`src/rtl/lock_pkg.sv`:
```
`default_nettype none
// ============================================================================
// Module      : lock_pkg
// Description : Shared types and helpers for the combination-lock controller.
//               Holds the FSM state encoding, the display message encoding
//               consumed by the seven-segment driver, the reset code, and
//               helpers that locate one BCD digit inside a packed code word.
//               Digit 0 is the most significant nibble of the code word.
// Revision    : 1.0 - initial release
// ============================================================================
package lock_pkg;

    localparam int          CODE_DIGITS  = 6;
    localparam logic [23:0] DEFAULT_CODE = 24'h722297;

    typedef enum logic [2:0] {
        ENTRY   = 3'd0,
        OPEN    = 3'd1,
        CLOSED  = 3'd2,
        LOCKOUT = 3'd3,
        PROG    = 3'd4
    } state_t;

    typedef enum logic [2:0] {
        DISP_DIGIT  = 3'd0,
        DISP_ERR    = 3'd1,
        DISP_OPEN   = 3'd2,
        DISP_CLOSED = 3'd3
    } disp_t;

    // Bit position of the LSB of digit idx within a code of 'digits' nibbles.
    function automatic int digit_lsb(input int digits, input logic [2:0] idx);
        return 4 * (digits - 1 - int'(idx));
    endfunction

    // Digit idx of a code word, zero-extended to 32 bits by the caller.
    function automatic logic [3:0] digit_at(input logic [31:0] code,
                                            input int digits,
                                            input logic [2:0] idx);
        return code[digit_lsb(digits, idx) +: 4];
    endfunction

endpackage
`default_nettype wire

```
`src/rtl/lock_ctrl_if.sv`:
```
`default_nettype none
// ============================================================================
// Module      : lock_ctrl_if
// Description : Front-end/display bundle of the combination lock.
//               Inputs  : digit_in[3:0], enter, relock, prog_req (strobes)
//               Outputs : disp_mode[2:0], unlocked, locked_out,
//                         fail_cnt[1:0], digit_idx[2:0]
//               master = switch/key front end, slave = lock_ctrl.
// Revision    : 1.0 - initial release
// ============================================================================
interface lock_ctrl_if;

    logic [3:0]      digit_in;
    logic            enter;
    logic            relock;
    logic            prog_req;
    lock_pkg::disp_t disp_mode;
    logic            unlocked;
    logic            locked_out;
    logic [1:0]      fail_cnt;
    logic [2:0]      digit_idx;

    modport master (
        output digit_in, enter, relock, prog_req,
        input  disp_mode, unlocked, locked_out, fail_cnt, digit_idx
    );

    modport slave (
        input  digit_in, enter, relock, prog_req,
        output disp_mode, unlocked, locked_out, fail_cnt, digit_idx
    );

endinterface
`default_nettype wire

```
`src/rtl/lock_ctrl_lockout_timer.sv`:
```
`default_nettype none
// ============================================================================
// Module      : lockout_timer
// Description : Down-counter for the lockout period. load has priority over
//               dec; the count holds at zero. zero is decoded from the
//               registered count.
//               Ports: clk, rst (async active-low), load, load_val[WIDTH-1:0],
//                      dec, zero
// Revision    : 1.0 - initial release
// ============================================================================
module lockout_timer #(
    parameter int WIDTH = 4
) (
    input  wire logic             clk,
    input  wire logic             rst,
    input  wire logic             load,
    input  wire logic [WIDTH-1:0] load_val,
    input  wire logic             dec,
    output logic                  zero
);

    logic [WIDTH-1:0] count_q;
    logic [WIDTH-1:0] count_d;

    always_comb begin
        count_d = count_q;
        if (load) begin
            count_d = load_val;
        end else if (dec && (count_q != '0)) begin
            count_d = count_q - WIDTH'(1);
        end
    end

    always_ff @(posedge clk or negedge rst) begin
        if (!rst) begin
            count_q <= '0;
        end else begin
            count_q <= count_d;
        end
    end

    assign zero = (count_q == '0);

endmodule
`default_nettype wire

```
`src/rtl/lock_ctrl.sv`:
```
`default_nettype none
// ============================================================================
// Module      : lock_ctrl
// Description : Sequencing controller for the 6-digit combination lock.
//               Compares entered BCD digits against a re-programmable code,
//               counts consecutive failures, enforces a timed lockout and
//               selects the message for the HEX display driver.
//               Ports: clk, rst (async active-low), bus (lock_ctrl_if.slave)
// Revision    : 1.0 - initial release
// ============================================================================
module lock_ctrl #(
    parameter int                  DIGITS       = 6,
    parameter int                  MAX_FAIL     = 3,
    parameter int                  LOCKOUT_CYC  = 16,
    parameter logic [4*DIGITS-1:0] DEFAULT_CODE = 24'h722297
) (
    input  wire logic  clk,
    input  wire logic  rst,
    lock_ctrl_if.slave bus
);

    import lock_pkg::*;

    localparam int CW = 4 * DIGITS;
    localparam int TW = $clog2(LOCKOUT_CYC);

    state_t        state_q,     state_d;
    logic [2:0]    digit_idx_q, digit_idx_d;
    logic          mismatch_q,  mismatch_d;
    logic [1:0]    fail_cnt_q,  fail_cnt_d;
    logic [CW-1:0] code_q,      code_d;
    logic [CW-1:0] shadow_q,    shadow_d;

    logic          accept;
    logic          last_digit;
    logic          mismatch_new;
    logic          timer_load;
    logic          timer_zero;

    assign accept       = bus.enter && (bus.digit_in <= 4'd9);
    assign last_digit   = (int'(digit_idx_q) == DIGITS - 1);
    assign mismatch_new = mismatch_q |
                          (bus.digit_in != digit_at(32'(code_q), DIGITS, digit_idx_q));

    lockout_timer #(
        .WIDTH (TW)
    ) u_lockout_timer (
        .clk      (clk),
        .rst      (rst),
        .load     (timer_load),
        .load_val (TW'(LOCKOUT_CYC - 1)),
        .dec      (state_q == LOCKOUT),
        .zero     (timer_zero)
    );

    always_comb begin
        state_d     = state_q;
        digit_idx_d = digit_idx_q;
        mismatch_d  = mismatch_q;
        fail_cnt_d  = fail_cnt_q;
        code_d      = code_q;
        shadow_d    = shadow_q;
        timer_load  = 1'b0;

        case (state_q)
            ENTRY: begin
                if (bus.relock) begin
                    digit_idx_d = '0;
                    mismatch_d  = 1'b0;
                end else if (accept) begin
                    if (last_digit) begin
                        // Verdict uses the mismatch including this digit.
                        digit_idx_d = '0;
                        mismatch_d  = 1'b0;
                        if (!mismatch_new) begin
                            state_d    = OPEN;
                            fail_cnt_d = '0;
                        end else if (int'(fail_cnt_q) + 1 == MAX_FAIL) begin
                            state_d    = LOCKOUT;
                            timer_load = 1'b1;
                            fail_cnt_d = 2'(MAX_FAIL);
                        end else begin
                            state_d    = CLOSED;
                            fail_cnt_d = fail_cnt_q + 2'd1;
                        end
                    end else begin
                        digit_idx_d = digit_idx_q + 3'd1;
                        mismatch_d  = mismatch_new;
                    end
                end
            end
            OPEN: begin
                if (bus.relock) begin
                    state_d = ENTRY;
                end else if (bus.prog_req) begin
                    state_d     = PROG;
                    digit_idx_d = '0;
                end
            end
            PROG: begin
                if (bus.relock) begin
                    state_d     = ENTRY;
                    digit_idx_d = '0;
                end else if (accept) begin
                    shadow_d[digit_lsb(DIGITS, digit_idx_q) +: 4] = bus.digit_in;
                    if (last_digit) begin
                        code_d      = shadow_d;
                        state_d     = ENTRY;
                        digit_idx_d = '0;
                    end else begin
                        digit_idx_d = digit_idx_q + 3'd1;
                    end
                end
            end
            CLOSED: begin
                if (bus.relock) begin
                    state_d = ENTRY;
                end
            end
            LOCKOUT: begin
                if (timer_zero) begin
                    state_d    = ENTRY;
                    fail_cnt_d = '0;
                end
            end
            default: begin
                state_d     = ENTRY;
                digit_idx_d = '0;
                mismatch_d  = 1'b0;
            end
        endcase
    end

    always_ff @(posedge clk or negedge rst) begin
        if (!rst) begin
            state_q     <= ENTRY;
            digit_idx_q <= '0;
            mismatch_q  <= 1'b0;
            fail_cnt_q  <= '0;
            code_q      <= DEFAULT_CODE;
            shadow_q    <= DEFAULT_CODE;
        end else begin
            state_q     <= state_d;
            digit_idx_q <= digit_idx_d;
            mismatch_q  <= mismatch_d;
            fail_cnt_q  <= fail_cnt_d;
            code_q      <= code_d;
            shadow_q    <= shadow_d;
        end
    end

    always_comb begin
        case (state_q)
            ENTRY, PROG: bus.disp_mode = (bus.digit_in > 4'd9) ? DISP_ERR : DISP_DIGIT;
            OPEN:        bus.disp_mode = DISP_OPEN;
            default:     bus.disp_mode = DISP_CLOSED;
        endcase
    end

    assign bus.unlocked   = (state_q == OPEN);
    assign bus.locked_out = (state_q == LOCKOUT);
    assign bus.fail_cnt   = fail_cnt_q;
    assign bus.digit_idx  = digit_idx_q;

endmodule
`default_nettype wire

```
`src/flat_wrapper.sv`:
```
// flat-port wrapper written by rule: the top's interface ports become plain ports
module lock_ctrl_flat import lock_pkg::*;
#(
    parameter int                  DIGITS       = 6,
    parameter int                  MAX_FAIL     = 3,
    parameter int                  LOCKOUT_CYC  = 16,
    parameter logic [4*DIGITS-1:0] DEFAULT_CODE = 24'h722297
)
  (clk, rst, bus_digit_in, bus_enter, bus_relock, bus_prog_req, bus_disp_mode, bus_unlocked, bus_locked_out, bus_fail_cnt, bus_digit_idx);
  lock_ctrl_if bus_i ();
  input  wire logic clk;
  input  wire logic rst;
  input wire logic [$bits(bus_i.digit_in)-1:0] bus_digit_in;
  input wire logic [$bits(bus_i.enter)-1:0] bus_enter;
  input wire logic [$bits(bus_i.relock)-1:0] bus_relock;
  input wire logic [$bits(bus_i.prog_req)-1:0] bus_prog_req;
  output wire logic [$bits(bus_i.disp_mode)-1:0] bus_disp_mode;
  output wire logic [$bits(bus_i.unlocked)-1:0] bus_unlocked;
  output wire logic [$bits(bus_i.locked_out)-1:0] bus_locked_out;
  output wire logic [$bits(bus_i.fail_cnt)-1:0] bus_fail_cnt;
  output wire logic [$bits(bus_i.digit_idx)-1:0] bus_digit_idx;
  assign bus_i.digit_in = bus_digit_in;
  assign bus_i.enter = bus_enter;
  assign bus_i.relock = bus_relock;
  assign bus_i.prog_req = bus_prog_req;
  assign bus_disp_mode = bus_i.disp_mode;
  assign bus_unlocked = bus_i.unlocked;
  assign bus_locked_out = bus_i.locked_out;
  assign bus_fail_cnt = bus_i.fail_cnt;
  assign bus_digit_idx = bus_i.digit_idx;
  lock_ctrl #(.DIGITS(DIGITS), .MAX_FAIL(MAX_FAIL), .LOCKOUT_CYC(LOCKOUT_CYC), .DEFAULT_CODE(DEFAULT_CODE)) u_core (.clk(clk), .rst(rst), .bus(bus_i));
endmodule
```
`config.mk`:
```
export PLATFORM = sky130hd
export DESIGN_NAME = lock_ctrl_flat
export DESIGN_NICKNAME = d
export VERILOG_FILES = /design/src/rtl/lock_pkg.sv /design/src/rtl/lock_ctrl_if.sv /design/src/rtl/lock_ctrl_lockout_timer.sv /design/src/rtl/lock_ctrl.sv /design/src/flat_wrapper.sv
export SDC_FILE = /design/constraint.sdc
export NUM_CORES = 1
export LEC_CHECK = 0
export BUFFER_PORTS_ARGS = -buffer_cell sky130_fd_sc_hd__buf_2
export CAP_MARGIN = 0
export CORE_MARGIN = 10
export CORE_UTILIZATION = 60
export DETAILED_ROUTE_END_ITERATION = 12
export PLACE_DENSITY_LB_ADDON = 0.15
export SLEW_MARGIN = 0
export SYNTH_ARGS = -nofsm -noshare
export SYNTH_HDL_FRONTEND = slang
export SYNTH_SLANG_ARGS = --single-unit
export TNS_END_PERCENT = 1
```
`constraint.sdc`:
```
create_clock -name clk -period 5.7 [get_ports clk]
set_input_delay 0.285 -clock clk [delete_from_list [all_inputs] [get_ports clk]]
set_output_delay 0.285 -clock clk [all_outputs]
set_load 0.01 [all_outputs]
```
==> results.cfg <==
[die]
coreArea_mm2 = 0.00544
initial_core_util = 0.611
fp.dieH_um = 94.4
io_pins = 19
die_x_um = 94.4
rows = 27
dieArea_mm2 = 0.00892

[routing]
dr_total_vias = 2388
wirelength_um = 6860
avgViaCountPerCell = 5.71
firstDrtPassIters = 4
drc = 0
first_iter_violations = 164
wl_per_cell_um = 16.4
ant_nets = 0

[cts]
cts_tree = yes
cts_max_path_buffers = 2
clock-root-buffer = clkbuf_8
clkLatencyLatePin_ns = 0.35
h-tree-depth = 3
clkTransAtPathRegs_ns = 0.07
ctsResizeCount = 0
cts_buffers = 9
hold_buffers = 0
post_cts_buffers = 0
cts.sinks = 61

[synthesis]
ys_seq_area_frac = 0.468
syn-mean-instance-area_um2 = 10.3
synthCells = 322
synth-seq-cells = 61
syn_area_mm2 = 0.00332
synth-warning-count = 0
synth_cell_types = 44
synth_fp_nets = 342

[timing]
finalCriticalPeriod_ns = 3.28
worstMarginPinSlew_ns = 0.838
finalSetupViolCount = 0
min_period_over_period = 0.575
setup_ws_ns = 2.42
setup_tns_ns = 0
fmax_ghz = 0.305
hold_viol = 0
rsz0062_at_grt = no
slew_violations = 0
clock_skew_ns = 0.00777
maxSlewHeadroom = 0.440

[cells_and_area]
fin_cells = 418
diodes = 0
nets = 361
syn_to_final_growth_pct = 10.2
drive_gt1_frac = 0.246

[setup_path]
end_kind = flop
crit_required_ns = 5.93
worstSetupStartpointType = flop
crit_arrival_ns = 3.51
crit_type = reg -> reg
rrSetupSlack_ns = 2.42
r2r-end = u_core.shadow_q[11]
crit_fanout = 16
worstReg2RegStart = u_core.bus.digit_idx[0]
reg2reg_depth = 8

[global_route]
grt_usage = 0.165
grt_first_pass_wirelength_um = 11600
gr-total-overflow = 0
antenna_found_initial = 0
grt_max_degree = 62
grt_pass1_vias = 2467

[placed_design]
port_buffers = 17
place_congestion = 0.887
dpl.cell_count = 402
pre_cts_slack_ns = 2.46
place_hpwl_um = 4920

[hold_path]
hp-class = in -> async

[outcome]
status = completed

[power_and_ir_drop]
p_leak_uw = 0.00171
vdd_drop_max_mv = 0.175
power_density_mw_per_mm2 = 255

[flow_run]
maxCapViolations = 0
layer usage:
| metal | vias to the layer above | share of wire | global-route usage |
|---|---|---|---|
| li1 | 1161 | - | - |
| met1 | 1163 | 0.46 | 0.216 |
| met2 | 50 | 0.46 | 0.253 |
| met3 | 14 | 0.056 | 0.0373 |
| met4 | 0 | 0.023 | 0.0772 |
| met5 | - | 0 | 0 |
flip-flops by register name, indices dropped and copies added (netlist names):
name                            cells
u_core.bus.digit_idx                3
u_core.bus.fail_cnt                 2
u_core.code_q                      24
u_core.mismatch_q                   1
u_core.shadow_q                    24
u_core.state_q                      3
u_core.u_lockout_timer.count_q      4
where the power goes:
part	internal (uW)	total, uW	leakage, uW	switching (uW)
clock	224	395	0.000102	171
sequential	436	442	0.000749	5.71
combinational	36.8	97.6	0.000857	60.8
total	697	934	0.00171	237
per-stage QoR:
step	power, uW	util	area (um2)	hold WS, ns
floorplan	516	-	3320	-0.0106
detailed placement	547	0.636	3460	0.472
finish	934	0.673	3660	0.0910
global placement	545	0.636	3460	0.465
CTS	942	0.673	3660	0.119
global route	966	0.673	3660	0.167
cell usage after synthesis (all sizes together):
master	n	area share
o32ai	1	0.0026
conb	1	0.0011
nand2b	2	0.0038
buf	4	0.0087
ha	10	0.038
nor2b	2	0.0038
nor3b	3	0.0068
nand3	3	0.0045
clkbuf	7	0.0079
xnor2	4	0.011
xor2	1	0.0026
or3	4	0.0075
and2	10	0.019
nand3b	2	0.0045
nand4	2	0.0038
mux2i	37	0.11
a21oi	3	0.0045
inv	11	0.012
or3b	2	0.0060
nor3	3	0.0060
a21o	2	0.0045
mux2	24	0.081
and3	5	0.0094
o21ai	37	0.056
o22ai	6	0.011
nor4b	1	0.0026
o31ai	2	0.0045
fa	1	0.0060
nor4	2	0.0083
o221ai	1	0.0026
o211ai	1	0.0023
dfstp	22	0.17
nor2	22	0.028
dfrtp	39	0.29
nand2	45	0.051
critical path: stages (launching register included):
cell	delay, ns
dfrtp_1	0.69
ha_1	0.30
inv_1	0.11
fa_1	0.51
nor4b_1	0.32
nand2_1	0.14
or3_1	0.46
nor2_2	0.26
mux2_2	0.38
worst max path at each step:
stage                       startpoint                  end  cells past startpoint
3_3_place_gp   u_core.bus.digit_idx[0]   u_core.shadow_q[8]                      8
3_5_place_dp   u_core.bus.digit_idx[0]  u_core.shadow_q[11]                      8
5_1_grt        u_core.bus.digit_idx[0]  u_core.shadow_q[19]                      9
4_1_cts        u_core.bus.digit_idx[0]  u_core.shadow_q[11]                      8
6_report       u_core.bus.digit_idx[0]  u_core.shadow_q[11]                      8
2_1_floorplan  u_core.bus.digit_idx[1]  u_core.shadow_q[10]                     10
logic make-up (layout without fill, tap and decap cells):
family | Yosys count | in the layout | share of synthesized area
xor+xnor | 5 | 5 | 0.0132
mux | 61 | 61 | 0.193
other cells | 1 | 1 | 0.00113
flops | 61 | 61 | 0.468
buf+inv | 22 | 46 | 0.0290
fa+ha+maj | 11 | 11 | 0.0437
compound gates | 53 | 53 | 0.0881
simple gates | 108 | 108 | 0.165
placed cells by master, fill, tap and decap left out, types with 2 or more instances in the layout:
cell type  instances
o21ai_0           32
clkinv_2           2
nand4_1            2
nand3_1            3
nand2_1           45
and2_1             9
dfstp_2           22
dfrtp_1           39
and3_1             5
nor3_1             2
mux2i_1           37
mux2_2            24
inv_1             11
buf_4              2
nand3b_1           2
ha_1              10
buf_2             17
nor2_1            20
clkbuf_8          11
nor3b_1            3
a21o_1             2
o22ai_1            6
xnor2_1            4
or3_1              4
nor2b_1            2
a21oi_1            3
o21ai_1            5
nand2b_1           2
o31ai_1            2
area by class of cell:
class / count / area (um2)
Timing Repair Buffer: 19 / 100
Inverter: 11 / 41.3
Multi-Input combinational cell: 239 / 1670
Clock buffer: 12 / 155
Tap cell: 72 / 90.1
Clock inverter: 4 / 47.5
Sequential cell: 61 / 1550
Fill cell: 439 / 1780
Note: power is estimated with default switching activity, not from simulation.
